$ cat src/rtl/bc_result_tracker_pkg.sv
// bc_pkg: shared FSM state encoding, result codes and sample decoding helpers.
package bc_pkg;
    typedef enum logic [1:0] {IDLE = 2'd0, TRACK = 2'd1, STABLE = 2'd2, FAULT = 2'd3} state_t;
    localparam logic [1:0] CODE_NONE = 2'b00;
    localparam logic [1:0] CODE_GT   = 2'b01;
    localparam logic [1:0] CODE_EQ   = 2'b10;
    localparam logic [1:0] CODE_LT   = 2'b11;
    function automatic logic [1:0] encode(input logic gt, input logic eq, input logic lt);
        return gt ? CODE_GT : eq ? CODE_EQ : lt ? CODE_LT : CODE_NONE;
    endfunction
    function automatic logic is_legal(input logic gt, input logic eq, input logic lt);
        return {gt, eq, lt} inside {3'b100, 3'b010, 3'b001};
    endfunction
endpackage

$ cat src/rtl/bc_result_tracker_if.sv
// bc_result_tracker_if: comparator sample inputs and tracker status outputs.
interface bc_result_tracker_if #(parameter int RUN_W = 4, parameter int CNT_W = 8);
    logic             clr;
    logic             in_valid;
    logic             in_gt;
    logic             in_eq;
    logic             in_lt;
    logic             stable;
    logic [1:0]       stable_code;
    logic             change;
    logic [RUN_W-1:0] run_len;
    logic [CNT_W-1:0] cnt_gt;
    logic [CNT_W-1:0] cnt_eq;
    logic [CNT_W-1:0] cnt_lt;
    logic             err;
    logic [CNT_W-1:0] err_cnt;
    logic             fault;
    modport master (
        output clr, in_valid, in_gt, in_eq, in_lt,
        input  stable, stable_code, change, run_len, cnt_gt, cnt_eq, cnt_lt, err, err_cnt, fault
    );
    modport slave (
        input  clr, in_valid, in_gt, in_eq, in_lt,
        output stable, stable_code, change, run_len, cnt_gt, cnt_eq, cnt_lt, err, err_cnt, fault
    );
endinterface

$ cat src/rtl/bc_result_tracker_sat.sv
// sat_counter: up-counter that sticks at all-ones, with sync clear.
module sat_counter #(parameter int W = 8) (
    input  logic         clk,
    input  logic         rst,
    input  logic         clr,
    input  logic         inc,
    output logic [W-1:0] cnt_o
);
    logic [W-1:0] cnt_q;
    always_ff @(posedge clk or posedge rst) begin
        if (rst) cnt_q <= '0;
        else if (clr) cnt_q <= '0;
        else if (inc && !(&cnt_q)) cnt_q <= cnt_q + 1'b1;
    end
    assign cnt_o = cnt_q;
endmodule

$ cat src/rtl/bc_result_tracker.sv
// bc_result_tracker: checks one-hot comparator results, debounces them into a
// stable verdict and keeps saturating per-class and error statistics.
module bc_result_tracker
    import bc_pkg::*;
#(
    parameter int STABLE_N = 4,
    parameter int RUN_W    = 4,
    parameter int CNT_W    = 8
) (
    input logic                clk,
    input logic                rst,
    bc_result_tracker_if.slave bus
);
    localparam logic [RUN_W-1:0] RUN_MAX = '1;
    localparam logic [RUN_W-1:0] RUN_THR = RUN_W'(STABLE_N);
    state_t           state_q, state_d;
    logic [RUN_W-1:0] run_q, run_d;
    logic [1:0]       last_q, last_d, scode_q, scode_d, code;
    logic             change_q, change_d, err_q, err_d;
    logic             legal, take, same, enter;
    assign code  = encode(bus.in_gt, bus.in_eq, bus.in_lt);
    assign legal = is_legal(bus.in_gt, bus.in_eq, bus.in_lt);
    assign take  = bus.in_valid && !bus.clr && legal && state_q != FAULT;
    assign same  = code == last_q;
    always_ff @(posedge clk or posedge rst) begin
        if (rst) begin
            state_q  <= IDLE;
            run_q    <= '0;
            last_q   <= CODE_NONE;
            scode_q  <= CODE_NONE;
            change_q <= 1'b0;
            err_q    <= 1'b0;
        end else begin
            state_q  <= state_d;
            run_q    <= run_d;
            last_q   <= last_d;
            scode_q  <= scode_d;
            change_q <= change_d;
            err_q    <= err_d;
        end
    end
    // last_q is CODE_NONE in IDLE, so a first sample never counts as "same".
    always_comb begin
        state_d = state_q;
        run_d   = run_q;
        last_d  = last_q;
        if (bus.clr) begin
            state_d = IDLE;
            run_d   = '0;
            last_d  = CODE_NONE;
        end else if (bus.in_valid && !legal) begin
            state_d = FAULT;
        end else if (take) begin
            run_d   = !same ? RUN_W'(1) : run_q == RUN_MAX ? run_q : run_q + 1'b1;
            last_d  = code;
            state_d = run_d >= RUN_THR ? STABLE : TRACK;
        end
    end
    always_comb begin
        enter    = take && state_d == STABLE && (state_q != STABLE || !same);
        change_d = enter && code != scode_q;
        scode_d  = bus.clr ? CODE_NONE : change_d ? code : scode_q;
        err_d    = bus.in_valid && !bus.clr && !legal;
    end
    sat_counter #(.W(CNT_W)) u_cnt_gt (.clk(clk), .rst(rst), .clr(bus.clr), .inc(take && code == CODE_GT), .cnt_o(bus.cnt_gt));
    sat_counter #(.W(CNT_W)) u_cnt_eq (.clk(clk), .rst(rst), .clr(bus.clr), .inc(take && code == CODE_EQ), .cnt_o(bus.cnt_eq));
    sat_counter #(.W(CNT_W)) u_cnt_lt (.clk(clk), .rst(rst), .clr(bus.clr), .inc(take && code == CODE_LT), .cnt_o(bus.cnt_lt));
    sat_counter #(.W(CNT_W)) u_cnt_er (.clk(clk), .rst(rst), .clr(bus.clr), .inc(err_d), .cnt_o(bus.err_cnt));
    assign bus.stable      = state_q == STABLE;
    assign bus.fault       = state_q == FAULT;
    assign bus.stable_code = scode_q;
    assign bus.change      = change_q;
    assign bus.err         = err_q;
    assign bus.run_len     = run_q;
endmodule
$ cat src/flat_wrapper.sv
// flat-port wrapper written by rule: the top's interface ports become plain ports
module bc_result_tracker_flat import bc_pkg::*;
#(
    parameter int STABLE_N = 4,
    parameter int RUN_W    = 4,
    parameter int CNT_W    = 8
)
  (clk, rst, bus_clr, bus_in_valid, bus_in_gt, bus_in_eq, bus_in_lt, bus_stable, bus_stable_code, bus_change, bus_run_len, bus_cnt_gt, bus_cnt_eq, bus_cnt_lt, bus_err, bus_err_cnt, bus_fault);
  bc_result_tracker_if #(.RUN_W(RUN_W), .CNT_W(CNT_W)) bus_i ();
  input logic clk;
  input logic rst;
  input wire logic [$bits(bus_i.clr)-1:0] bus_clr;
  input wire logic [$bits(bus_i.in_valid)-1:0] bus_in_valid;
  input wire logic [$bits(bus_i.in_gt)-1:0] bus_in_gt;
  input wire logic [$bits(bus_i.in_eq)-1:0] bus_in_eq;
  input wire logic [$bits(bus_i.in_lt)-1:0] bus_in_lt;
  output wire logic [$bits(bus_i.stable)-1:0] bus_stable;
  output wire logic [$bits(bus_i.stable_code)-1:0] bus_stable_code;
  output wire logic [$bits(bus_i.change)-1:0] bus_change;
  output wire logic [$bits(bus_i.run_len)-1:0] bus_run_len;
  output wire logic [$bits(bus_i.cnt_gt)-1:0] bus_cnt_gt;
  output wire logic [$bits(bus_i.cnt_eq)-1:0] bus_cnt_eq;
  output wire logic [$bits(bus_i.cnt_lt)-1:0] bus_cnt_lt;
  output wire logic [$bits(bus_i.err)-1:0] bus_err;
  output wire logic [$bits(bus_i.err_cnt)-1:0] bus_err_cnt;
  output wire logic [$bits(bus_i.fault)-1:0] bus_fault;
  assign bus_i.clr = bus_clr;
  assign bus_i.in_valid = bus_in_valid;
  assign bus_i.in_gt = bus_in_gt;
  assign bus_i.in_eq = bus_in_eq;
  assign bus_i.in_lt = bus_in_lt;
  assign bus_stable = bus_i.stable;
  assign bus_stable_code = bus_i.stable_code;
  assign bus_change = bus_i.change;
  assign bus_run_len = bus_i.run_len;
  assign bus_cnt_gt = bus_i.cnt_gt;
  assign bus_cnt_eq = bus_i.cnt_eq;
  assign bus_cnt_lt = bus_i.cnt_lt;
  assign bus_err = bus_i.err;
  assign bus_err_cnt = bus_i.err_cnt;
  assign bus_fault = bus_i.fault;
  bc_result_tracker #(.STABLE_N(STABLE_N), .RUN_W(RUN_W), .CNT_W(CNT_W)) u_core (.clk(clk), .rst(rst), .bus(bus_i));
endmodule
$ cat config.mk
export PLATFORM = sky130hd
export DESIGN_NAME = bc_result_tracker_flat
export DESIGN_NICKNAME = d
export VERILOG_FILES = /design/src/rtl/bc_result_tracker_pkg.sv /design/src/rtl/bc_result_tracker_if.sv /design/src/rtl/bc_result_tracker_sat.sv /design/src/rtl/bc_result_tracker.sv /design/src/flat_wrapper.sv
export SDC_FILE = /design/constraint.sdc
export NUM_CORES = 1
export LEC_CHECK = 0
export CAP_MARGIN = 5
export CORE_MARGIN = 4
export CORE_UTILIZATION = 24
export DETAILED_ROUTE_END_ITERATION = 7
export GPL_ROUTABILITY_DRIVEN = 0
export PLACE_DENSITY = 0.46
export SLEW_MARGIN = 20
export SYNTH_ARGS = -nofsm -noshare
export SYNTH_HDL_FRONTEND = slang
export SYNTH_SLANG_ARGS = --single-unit
$ cat constraint.sdc
create_clock -name clk -period 6 [get_ports clk]
set_input_delay 1.2 -clock clk [delete_from_list [all_inputs] [get_ports clk]]
set_output_delay 1.2 -clock clk [all_outputs]
set_load 0.01 [all_outputs]
# [Word-level counts from Yosys, hierarchy flattened]
# Index checks and enable logic that the tools add are counted.
[totals] ff_bits=44 inputBits=7 output_inout_bits=42 wordCells=91
[classes] n_addsub=5 magnitude_cmp=1 eq_ne=15 muxes=25 n_reduce_logical=35
[ops] op="$mux W8" n=8
[ops] op="$add A8 B1 Y8 const B" n=4
[ops] op="$reduce_and A8 Y1" n=4
[ops] op="$mux W2" n=12
[ops] op="$mux W4" n=5
[ops] op="$logic_and A1 B1 Y1" n=15
[ops] op="$reduce_bool A2 Y1" n=6
[ops] op="$eq A2 B2 Y1 const B" n=5
[ops] op="$logic_not A1 Y1" n=7
[ops] op="$ne A2 B2 Y1 const B" n=3
[ops] op="$add A4 B1 Y4 const B" n=1
[ops] op="$eq A4 B4 Y1 const B" n=1
[ops] op="$ge A4 B3 Y1 const B" n=1
[ops] op="$eq A3 B1 Y1 const B" n=1
[ops] op="$eq A3 B2 Y1 const B" n=1
[ops] op="$eq A3 B3 Y1 const B" n=1
[ops] op="$reduce_bool A3 Y1" n=1
[ops] op="$eq A2 B1 Y1 const B" n=1
[ops] op="$eq A2 B2 Y1" n=1
[ops] op="$ne A2 B2 Y1" n=1
[ops] op="$reduce_and A2 Y1" n=1
[ops] op="$logic_or A1 B1 Y1" n=1

# [Depth between registers and ports, before layout]
# Gate-level depths: netlist (run 1).
[logic_depth] ltp_word=16 ltp_mapped=8 mapped_depth_nobuf=7

# [Modules after synthesis]
# Synthesis (run 1) repeated with hierarchy kept, for this count alone.
[hier_totals] cells_unflattened=263 hier_area_um2=2576.2
[modules_own_cells] mod="sat_counter" instances=4 cells_each=44 area_each_um2=437.9 seq_area_each_um2=200.2
[modules_own_cells] mod="bc_result_tracker" instances=1 cells_each=87 area_each_um2=824.5 seq_area_each_um2=300.3

# [Worst setup path after synthesis (run 1)]
# OpenSTA, ideal clock, no wires.
[synth_timing] kind="input to register" start="input port bus_in_eq" end="register u_core.scode_q[1] (netlist: u_core.bus.stable_code[1])" setup_ps=127 arrival_time_ps=2874 required_ps=5873 setup_slack_ps=2999 cell_stages=7 path_buffers=1 path_cell_list="buf_4 > nor2_1 > mux4_2 > nand4_4 > o221ai_2 > or3b_1 > mux2_1"
[synth_via] elab_chain_cells=14 word_cells_on_any_way=27 classes_between="order compare (1); eq/ne (6); mux (9); reduce/logical (11)"
[synth_rtl] element="from (decl)" line="flat_wrapper.sv:15" rtl="input wire logic [$bits(bus_i.in_eq)-1:0] bus_in_eq;"
[synth_rtl] element="$mux W2 (2 in a row)" line="bc_result_tracker_pkg.sv:9" rtl="return gt ? CODE_GT : eq ? CODE_EQ : lt ? CODE_LT : CODE_NONE;"
[synth_rtl] element="$eq A2 B2 Y1" line="bc_result_tracker.sv:24" rtl="assign same = code == last_q;"
[synth_rtl] element="$mux W4" line="bc_result_tracker.sv:54" rtl="run_d = !same ? RUN_W'(1) : run_q == RUN_MAX ? run_q : run_q + 1'b1;"
[synth_rtl] element="$ge A4 B3 Y1" line="bc_result_tracker.sv:56" rtl="state_d = run_d >= RUN_THR ? STABLE : TRACK;"
[synth_rtl] element="$mux W2" line="bc_result_tracker.sv:56"
[synth_rtl] element="$mux W2" line="bc_result_tracker.sv:53" rtl="end else if (take) begin"
[synth_rtl] element="$mux W2 *" line="bc_result_tracker.sv:51" rtl="end else if (bus.in_valid && !legal) begin"
[synth_rtl] element="$mux W2 *" line="bc_result_tracker.sv:47" rtl="if (bus.clr) begin"
[synth_rtl] element="via u_core.state_d[1]" line="bc_result_tracker.sv:16" rtl="state_t state_q, state_d;"
[synth_rtl] element="$eq A2 B2 Y1 *" line="bc_result_tracker.sv:60" rtl="enter = take && state_d == STABLE && (state_q != STABLE || !same);"
[synth_rtl] element="$logic_and A1 B1 Y1 * (2 in a row)" line="bc_result_tracker.sv:60"
[synth_rtl] element="$logic_and A1 B1 Y1 *" line="bc_result_tracker.sv:61" rtl="change_d = enter && code != scode_q;"
[synth_rtl] element="$reduce_bool A2 Y1 (no source line) *"
[synth_rtl] element="to (signal assigned)" line="bc_result_tracker.sv:37" rtl="scode_q <= scode_d;"
[synth_rtl] element="to (decl)" line="bc_result_tracker.sv:18" rtl="logic [1:0] last_q, last_d, scode_q, scode_d, code;"
# Mark *: on every way through the listed nets, which the timed path passes. The rest lies on a longest branch. The select of a mux whose other input is x is not followed.
# A chain may end at the register's enable or synchronous reset.

# [Final worst setup path (run 1)]
[layout_timing] start="input port bus_in_gt" end="register u_core.scode_q[1] (netlist: u_core.bus.stable_code[1])"
[layout_via] elab_chain_cells=13 word_cells_on_any_way=26 classes_between="order compare (1); eq/ne (6); mux (8); reduce/logical (11)"
[layout_rtl] element="from (decl)" line="flat_wrapper.sv:14" rtl="input wire logic [$bits(bus_i.in_gt)-1:0] bus_in_gt;"
[layout_rtl] element="$mux W2" line="bc_result_tracker_pkg.sv:9"
[layout_rtl] element="$eq A2 B2 Y1" line="bc_result_tracker.sv:24"
[layout_rtl] element="$mux W4" line="bc_result_tracker.sv:54"
[layout_rtl] element="$ge A4 B3 Y1" line="bc_result_tracker.sv:56"
[layout_rtl] element="$mux W2" line="bc_result_tracker.sv:56"
[layout_rtl] element="$mux W2" line="bc_result_tracker.sv:53"
[layout_rtl] element="$mux W2 *" line="bc_result_tracker.sv:51"
[layout_rtl] element="$mux W2 *" line="bc_result_tracker.sv:47"
[layout_rtl] element="via u_core.state_d[1]" line="bc_result_tracker.sv:16"
[layout_rtl] element="$eq A2 B2 Y1 *" line="bc_result_tracker.sv:60"
[layout_rtl] element="$logic_and A1 B1 Y1 * (2 in a row)" line="bc_result_tracker.sv:60"
[layout_rtl] element="$logic_and A1 B1 Y1 *" line="bc_result_tracker.sv:61"
[layout_rtl] element="$reduce_bool A2 Y1 (no source line) *"
# Marks and branches as above.

==> flow_summary.json, run 1 <==
{
  "worst-r2r-cell-count": 5,
  "pre_cts_ws_ns": 2.22,
  "fin_crit_ns": 3.49,
  "synth_top_family_by_area": "simple AND/OR/NAND/NOR gates",
  "drv_slew": 0,
  "post_drt_wl_per_cell_um": 13.3,
  "maxSlewHeadroom": 0.357,
  "routed_wl_um": 5620,
  "htreeDepth": 2,
  "synth_compound_area_frac": 0.103,
  "fin_util": 0.324,
  "ctsResizeCount": 0,
  "hold_class": "register to register",
  "clkTransAtPathRegs_ns": 0.08,
  "diodes": 0,
  "end_kind": "register",
  "vias": 1906,
  "required_ns": 6.18,
  "endpoint": "u_core.bus.stable_code[1]",
  "leakage_nw": 1.23,
  "die_x_um": 107,
  "period_share": 0.582,
  "status": "complete, no violations",
  "hold_viol": 0,
  "nFillCells": 1001,
  "power_mw": 0.553,
  "r2r_start": "u_core.last_q[1]",
  "numCtsBuffers": 5,
  "grtUsageTotal": 0.102,
  "syn_area_per_cell_um2": 9.56,
  "yosys_warnings": 0,
  "clkSinkCount": 44,
  "initial_core_util": 0.249,
  "post_cts_buffers": 0,
  "synth_area_leader_cell": "dfrtp_1",
  "synthCells": 244,
  "yosys.area_share.simple": 0.241,
  "critPathKind": "primary input to register",
  "setup_ws_ns": 2.51,
  "synth-edff-count": 0,
  "drt_iter0_drc": 73,
  "synth_area_um2": 2330,
  "hold-worst-slack_ns": 0.575,
  "syn_nets": 256,
  "overflow": 0,
  "grt_pass1_wl_um": 9460,
  "setup_viol": 0,
  "antenna_found_initial": 0,
  "synth-xor-area-share": 0.0938,
  "r2r_slack_ns": 3.74,
  "grt_pass1_vias": 1907,
  "r2r_end": "u_core.bus.stable_code[1]",
  "ant_nets": 0,
  "crit_start": "bus_in_gt",
  "drc_errors": 0,
  "path_max_fanout": 16,
  "root_buffer": "clkbuf_8",
  "cp.arrival_ns": 3.67,
  "seq_area_frac_synth": 0.472,
  "maxCapViolations": 0,
  "insertion_delay_ns": 0.30,
  "coreArea_um2": 9370,
  "synthFlopType": "dfrtp_1",
  "drt-vias-per-instance": 4.53,
  "netlist-cell-type-count": 49,
  "die_y_um": 107,
  "grt_start_max_net_pins": 45,
  "power_density_nw_per_um2": 182,
  "synth_seq_cells": 44,
  "numPortBuffers": 48,
  "area_growth_pct": 30.0,
  "drive_above_1_share": 0.0616,
  "holdBufCountCts": 0,
  "fin_setup_tns_ns": 0,
  "pin_count": 49,
  "async_flop_share": 1.00,
  "ys_top_cells_by_area": "dfrtp_1 (47%), xor2_1 (6.0%), nor2_1 (5.6%), xnor2_1 (3.4%), nand2_1 (3.2%)",
  "clock.fmax_mhz": 286,
  "ir_drop_mv": 0.0667,
  "fin_worst_skew_ns": 0.00781,
  "core.rowCount": 35,
  "cts_tree": "built",
  "die_area_um2": 11400,
  "synthMuxAreaShare": 0.0322,
  "post-dp-hpwl_um": 3880,
  "first_pass_iters": 4,
  "synth_top_area_frac": 0.472,
  "crit_path_start_kind": "primary input",
  "rsz0062_at_grt": "false",
  "cts_buffer_depth": 2,
  "layout.nets": 303,
  "worst_pin_slew_ns": 0.962,
  "synthAdderAreaFrac": 0.0268
}
-- critical path, stage by stage --
cell and delay (ns):
clkdlybuf4s50_1 0.84, xnor2_1 0.16, o22ai_1 0.27, nand4_4 0.16, o221ai_2 0.25, or3b_1 0.44
mux2_1 0.33
-- area by class of cell --
cell class	instances	area [um^2]	share of cell area
inverter	9	33.8	0.0111
multi-input combinational	182	1160	0.382
timing repair buffer	49	488	0.161
tap	129	161	0.0532
clock buffer	8	90.1	0.0297
sequential	44	1100	0.363
-- synth_stat cells, types with 2 or more instances --
| cell | count |
|---|---|
| dfrtp_1 | 44 |
| nor2_1 | 35 |
| nand2_1 | 20 |
| xor2_1 | 16 |
| a21oi_1 | 11 |
| nand3_1 | 10 |
| nand4_1 | 10 |
| inv_1 | 9 |
| o21ai_0 | 9 |
| xnor2_1 | 9 |
| nor3_1 | 6 |
| clkbuf_1 | 5 |
| ha_1 | 5 |
| and3_1 | 4 |
| nand2b_1 | 4 |
| a211oi_1 | 3 |
| mux2i_1 | 3 |
| nor2b_1 | 3 |
| o211ai_1 | 3 |
| or3_1 | 3 |
| and2_1 | 2 |
| buf_1 | 2 |
| nor4_1 | 2 |
-- report_power, final --
part / internal [mW] / leakage [nW] / total (mW) / switching [mW]
clock network: 0.0941 / 0.0455 / 0.195 / 0.100
registers: 0.301 / 0.609 / 0.305 / 0.00445
logic: 0.0211 / 0.578 / 0.0533 / 0.0322
-- logic make-up (layout without fill, tap and decap cells) --
logic type                 after synthesis  count (layout)
xor gates and xnor gates                25              25
muxes                                    6               6
buffers and inverters                   18              66
adders and majority gates                5               5
DFF                                     44              44
AOI/OAI and AO/OA                       37              37
and+or+nand+nor                        109             109
-- layout by cell type (no fill, tap or decap), types with 4 or more instances in the layout --
| cell type | netlist | routed |
|---|---|---|
| clkdlybuf4s50_1 | 0 | 48 |
| dfrtp_1 | 44 | 44 |
| nor2_1 | 35 | 35 |
| nand2_1 | 20 | 20 |
| xor2_1 | 16 | 16 |
| a21oi_1 | 11 | 11 |
| nand4_1 | 10 | 10 |
| nand3_1 | 10 | 10 |
| xnor2_1 | 9 | 9 |
| o21ai_0 | 9 | 9 |
| inv_1 | 9 | 8 |
| nor3_1 | 6 | 6 |
| clkbuf_8 | 0 | 6 |
| ha_1 | 5 | 5 |
| and3_1 | 4 | 4 |
| nand2b_1 | 4 | 4 |
-- layer usage --
layer  up-vias  track usage  share of wire  wire (um)
met3         2       0.0337          0.047        263
met2        32        0.166           0.48       2690
li1        943            -              -          -
met1       929        0.133           0.47       2620
met5         -            0              0          0
met4         0       0.0219         0.0064         36
-- how the worst min path moves through the flow --
stage	start	end	slack, ns	cells past startpoint
after global placement	u_core.bus.run_len[0]	u_core.bus.run_len[0]	0.55	1
final	u_core.u_cnt_er.cnt_o[7]	u_core.u_cnt_er.cnt_o[7]	0.58	2
after detailed placement	u_core.u_cnt_gt.cnt_o[7]	u_core.u_cnt_gt.cnt_o[7]	0.55	2
after global routing	u_core.u_cnt_gt.cnt_o[5]	u_core.u_cnt_gt.cnt_o[5]	0.61	2
after floorplan	u_core.last_q[1]	u_core.last_q[1]	0.53	2
after CTS	u_core.bus.run_len[3]	u_core.bus.run_len[3]	0.58	1
-- per-stage QoR --
| stage | cells | area (um^2) |
|---|---|---|
| finish | 421 | 3030 |
| floorplan | 244 | 2330 |
| global placement | 413 | 2940 |
| CTS | 421 | 3030 |
| detailed placement | 413 | 2940 |
| global route | 421 | 3030 |
-- sequential cells by signal, indices dropped and copies added, names as in the netlist --
name	count
u_core.u_cnt_eq.cnt_o	8
u_core.u_cnt_er.cnt_o	8
u_core.u_cnt_gt.cnt_o	8
u_core.u_cnt_lt.cnt_o	8
u_core.bus.run_len	4
u_core.bus.stable_code	2
u_core.last_q	2
u_core.state_q	2
u_core.bus.change	1
u_core.bus.err	1
Note: power is estimated with default switching activity, not from simulation.
==> run 2: changes to the inputs <==
Clock period 6 ns to 3.3 ns, I/O delays scaled along.
==> flow_summary.json, run 2 (same netlist as run 1, synthesis figures left out) <==
{
  "status": "complete, no violations",
  "coreArea_um2": 9370,
  "p_seq_frac": 0.540,
  "post_cts_buffers": 0,
  "ctsResizeCount": 0,
  "grt_pass1_vias": 1970,
  "leakage_nw": 1.27,
  "r2r_slack_ns": 1.07,
  "power_density_nw_per_um2": 333,
  "worst_pin_slew_ns": 0.612,
  "crit_buf_inv": 1,
  "drt-vias-per-instance": 4.51,
  "initial_core_util": 0.249,
  "clkSinkCount": 44,
  "drt_iter0_drc": 65,
  "first_pass_iters": 4,
  "fin_util": 0.329,
  "grt_pass1_wl_um": 9550,
  "worst-r2r-cell-count": 5,
  "r2r_start": "u_core.last_q[1]",
  "slowest_delay_ns": 0.56,
  "htreeDepth": 2,
  "fin_setup_tns_ns": 0,
  "rsz0062_at_grt": "false",
  "area_growth_pct": 32.2,
  "maxSlewHeadroom": 0.588,
  "root_buffer": "clkbuf_8",
  "clockPowerShare": 0.361,
  "grt_start_max_net_pins": 43,
  "insertion_delay_ns": 0.30,
  "drive_above_1_share": 0.0842,
  "holdBufCountCts": 0,
  "setup_viol": 0,
  "clock.fmax_mhz": 358,
  "die_area_um2": 11400,
  "grtUsageTotal": 0.104,
  "antenna_found_initial": 0,
  "die_y_um": 107,
  "p_sw_mw": 0.251,
  "post_drt_wl_per_cell_um": 13.3,
  "layout.nets": 309,
  "path_cells": "clkdlybuf4s50_1 > nand2b_1 > o22ai_1 > nand4_4 > o221ai_2 > or3b_1 > mux2_1",
  "post-dp-hpwl_um": 4040,
  "cp.depth": 7,
  "diodes": 0,
  "ant_nets": 0,
  "die_x_um": 107,
  "comb_power_share": 0.099,
  "hold_viol": 0,
  "path_max_fanout": 8,
  "drv_slew": 0,
  "required_ns": 3.49,
  "ir_drop_mv": 0.118,
  "crit_slowest_cell": "clkdlybuf4s50_1",
  "hold_depth": 2,
  "cp_top_family": "simple AND/OR/NAND/NOR gates",
  "hold_end": "u_core.u_cnt_gt.cnt_o[7]",
  "vias": 1921,
  "cp.arrival_ns": 2.98,
  "hold_class": "register to register",
  "final_cell_mix": "clkdlybuf4s50_1 (48), dfrtp_1 (44), nor2_1 (35), nand2_1 (20), xor2_1 (16)",
  "pin_count": 49,
  "overflow": 0,
  "drc_errors": 0,
  "cts_tree": "built",
  "numPortBuffers": 48,
  "final_common_cell": "clkdlybuf4s50_1",
  "crit_path_start_kind": "primary input",
  "end_kind": "register",
  "fin_worst_skew_ns": 0.00940,
  "swShare": 0.245,
  "clkTransAtPathRegs_ns": 0.09,
  "cts_buffer_depth": 2,
  "period_share": 0.846,
  "core.rowCount": 35,
  "numCtsBuffers": 5,
  "r2r_end": "u_core.bus.stable_code[1]",
  "min_from": "u_core.u_cnt_gt.cnt_o[7]",
  "maxCapViolations": 0,
  "p_int_mw": 0.775,
  "fin_crit_ns": 2.79,
  "routed_wl_um": 5670,
  "critPathKind": "primary input to register"
}
run 2: changes by cell type in the layout (fill, tap and decap cells not counted), sizes merged:
cell    previous run  this run
buf                1         7
clkbuf             8         7
run 2: worst register-to-register path, delay by kind of cell, from the launching register on:
kind,cells,cell delay (ns)
compound gates,2,0.77
flops,1,0.41
mux,1,0.33
simple gates,2,0.61
run 2: worst max-delay path by stage:
stage	start	slack [ns]	to
after floorplan	bus_in_eq	0.84	u_core.bus.stable_code[1]
after global placement	bus_in_lt	0.25	u_core.bus.stable_code[1]
after detailed placement	bus_in_eq	0.20	u_core.bus.stable_code[1]
after CTS	bus_in_eq	0.53	u_core.bus.stable_code[1]
after global routing	bus_in_eq	0.33	u_core.bus.stable_code[0]
final	bus_in_eq	0.51	u_core.bus.stable_code[1]
run 2: power groups by stage:
stage	clock network (mW)	registers [mW]	logic, mW
finish	0.371	0.554	0.102
global route	0.411	0.556	0.114
CTS	0.394	0.555	0.105
detailed placement	0	0.565	0.104
global placement	0	0.565	0.104
floorplan	0	0.566	0.0589
run 2: metrics by stage:
step           hold slack (ns)  area [um^2]  total power, mW  std cells  worst slack (ns)
5_1_grt                  0.604         3090             1.08        426             0.333
6_report                 0.567         3090             1.03        426             0.508
3_3_place_gp             0.547         2990            0.669        419             0.251
2_1_floorplan            0.532         2330            0.625        244             0.839
4_1_cts                  0.577         3090             1.05        426             0.534
3_5_place_dp             0.548         2990            0.669        419             0.202
run 2: metal layers:
layer / part of all wire / global-route usage / vias up
met3: 0.044 / 0.0253 / 7
met2: 0.47 / 0.170 / 34
met4: 0.013 / 0.0329 / 0
met1: 0.47 / 0.135 / 928
li1: - / - / 952
met5: 0 / 0 / -
run 2: area by class of cell:
type | instances | area, um^2
well taps | 129 | 161
flip-flops and latches | 44 | 1100
multi-input cells | 182 | 1160
inverters | 9 | 33.8
clock buffers | 7 | 96.3
repair buffers | 55 | 533
fillers | 1017 | 6290
==> run 3: changes to the inputs <==
Clock period 3.3 ns to 2.8 ns, I/O delays scaled along.
==> flow_summary.json, run 3 (same netlist as run 1, synthesis figures left out) <==
{
  "initial_core_util": 0.249,
  "ant_nets": 0,
  "antenna_found_initial": 0,
  "die_y_um": 107,
  "grt_pass1_vias": 2069,
  "core.rowCount": 35,
  "fin_cells": 442,
  "post-dp-hpwl_um": 4100,
  "numCtsBuffers": 5,
  "crit_path_start_kind": "primary input",
  "end_kind": "register",
  "required_ns": 2.98,
  "area_growth_pct": 37.3,
  "clkSinkCount": 44,
  "place_area_um2": 3110,
  "rsz0062_at_grt": "false",
  "hold-worst-slack_ns": 0.571,
  "drt-vias-per-instance": 4.48,
  "drive_above_1_share": 0.125,
  "htreeDepth": 2,
  "holdBufCountCts": 0,
  "grt_pass1_wl_um": 9960,
  "setup_viol": 0,
  "placedCellCount": 434,
  "root_buffer": "clkbuf_8",
  "worst_pin_slew_ns": 0.661,
  "routed_wl_um": 5810,
  "hold_class": "register to register",
  "clock.fmax_mhz": 381,
  "vias": 1981,
  "drc_errors": 0,
  "period_share": 0.938,
  "fin_crit_ns": 2.63,
  "clkTransAtPathRegs_ns": 0.08,
  "path_max_fanout": 8,
  "maxSlewHeadroom": 0.555,
  "status": "complete, no violations",
  "regArea_um2": 1100,
  "first_pass_iters": 6,
  "grtUsageTotal": 0.108,
  "overflow": 0,
  "die_area_um2": 11400,
  "grt_start_max_net_pins": 45,
  "maxCapViolations": 0,
  "leakage_nw": 1.34,
  "ctsResizeCount": 0,
  "cts_tree": "built",
  "multi_input_area_um2": 1160,
  "numPortBuffers": 48,
  "power_mw": 1.21,
  "power_density_nw_per_um2": 377,
  "fin_worst_skew_ns": 0.00436,
  "insertion_delay_ns": 0.29,
  "nFillCells": 1000,
  "final_common_cell": "clkdlybuf4s50_1",
  "hold_viol": 0,
  "die_x_um": 107,
  "layout.nets": 324,
  "cts_buffer_depth": 2,
  "fin_area_um2": 3200,
  "drt_iter0_drc": 55,
  "cp.arrival_ns": 2.81,
  "post_cts_buffers": 0,
  "diodes": 0,
  "final_cell_mix": "clkdlybuf4s50_1 (48), dfrtp_1 (44), nor2_1 (35), buf_4 (21), nand2_1 (20)",
  "setup_ws_ns": 0.173,
  "drv_slew": 0,
  "pin_count": 49,
  "pre_cts_ws_ns": -0.123,
  "coreArea_um2": 9370,
  "ir_drop_mv": 0.147,
  "critPathKind": "primary input to register",
  "post_drt_wl_per_cell_um": 13.1
}
==> run 3: worst paths after layout <==
| path | startpoint | endpoint | slack, ns | cells past startpoint |
|---|---|---|---|---|
| min in group asynchronous | rst | u_core.u_cnt_gt.cnt_o[5] | 0.61 | 3 |
| min | u_core.bus.run_len[0] | u_core.bus.run_len[0] | 0.57 | 1 |
| max | bus_in_eq | u_core.bus.stable_code[1] | 0.17 | 7 |
| max reg2reg | u_core.last_q[0] | u_core.bus.stable_code[1] | 0.60 | 6 |
| min reg2reg | u_core.bus.run_len[0] | u_core.bus.run_len[0] | 0.57 | 1 |
| max in group asynchronous | rst | u_core.last_q[0] | 1.98 | 3 |
==> run 3: per-layer routing <==
layer  GRT usage  wire length (um)  share of wire  vias to the layer above
met4      0.0301                47         0.0081                        0
li1            -                 -              -                      985
met2       0.180              2810           0.48                       30
met3      0.0253               223          0.038                        4
met5           0                 0              0                        -
met1       0.138              2730           0.47                      962
==> run 3: final cells by class <==
cell class	instances	area share
flip-flops and latches	44	0.344
clock buffers	8	0.0281
multi-input cells	182	0.362
repair buffers	70	0.205
inverters	9	0.0105
well taps	129	0.0504
==> run 3: critical path: stages <==
cell             delay, ns
clkdlybuf4s50_1       0.63
nor2_1                0.10
mux4_2                0.53
nand2_1               0.12
o21ai_0               0.13
or3b_1                0.42
mux2_1                0.32
==> run 3: metrics by stage <==
step / TNS (ns) / utilization
2_1_floorplan: 0 / -
3_3_place_gp: -0.0844 / 0.332
3_5_place_dp: -0.198 / 0.332
4_1_cts: 0 / 0.342
5_1_grt: 0 / 0.342
6_report: 0 / 0.342
==> run 3: report_power, final <==
| part | internal, mW | switching [mW] | total, mW |
|---|---|---|---|
| registers | 0.644 | 0.00913 | 0.653 |
| clock network | 0.202 | 0.213 | 0.415 |
| logic | 0.0655 | 0.0748 | 0.140 |
| total | 0.911 | 0.297 | 1.21 |
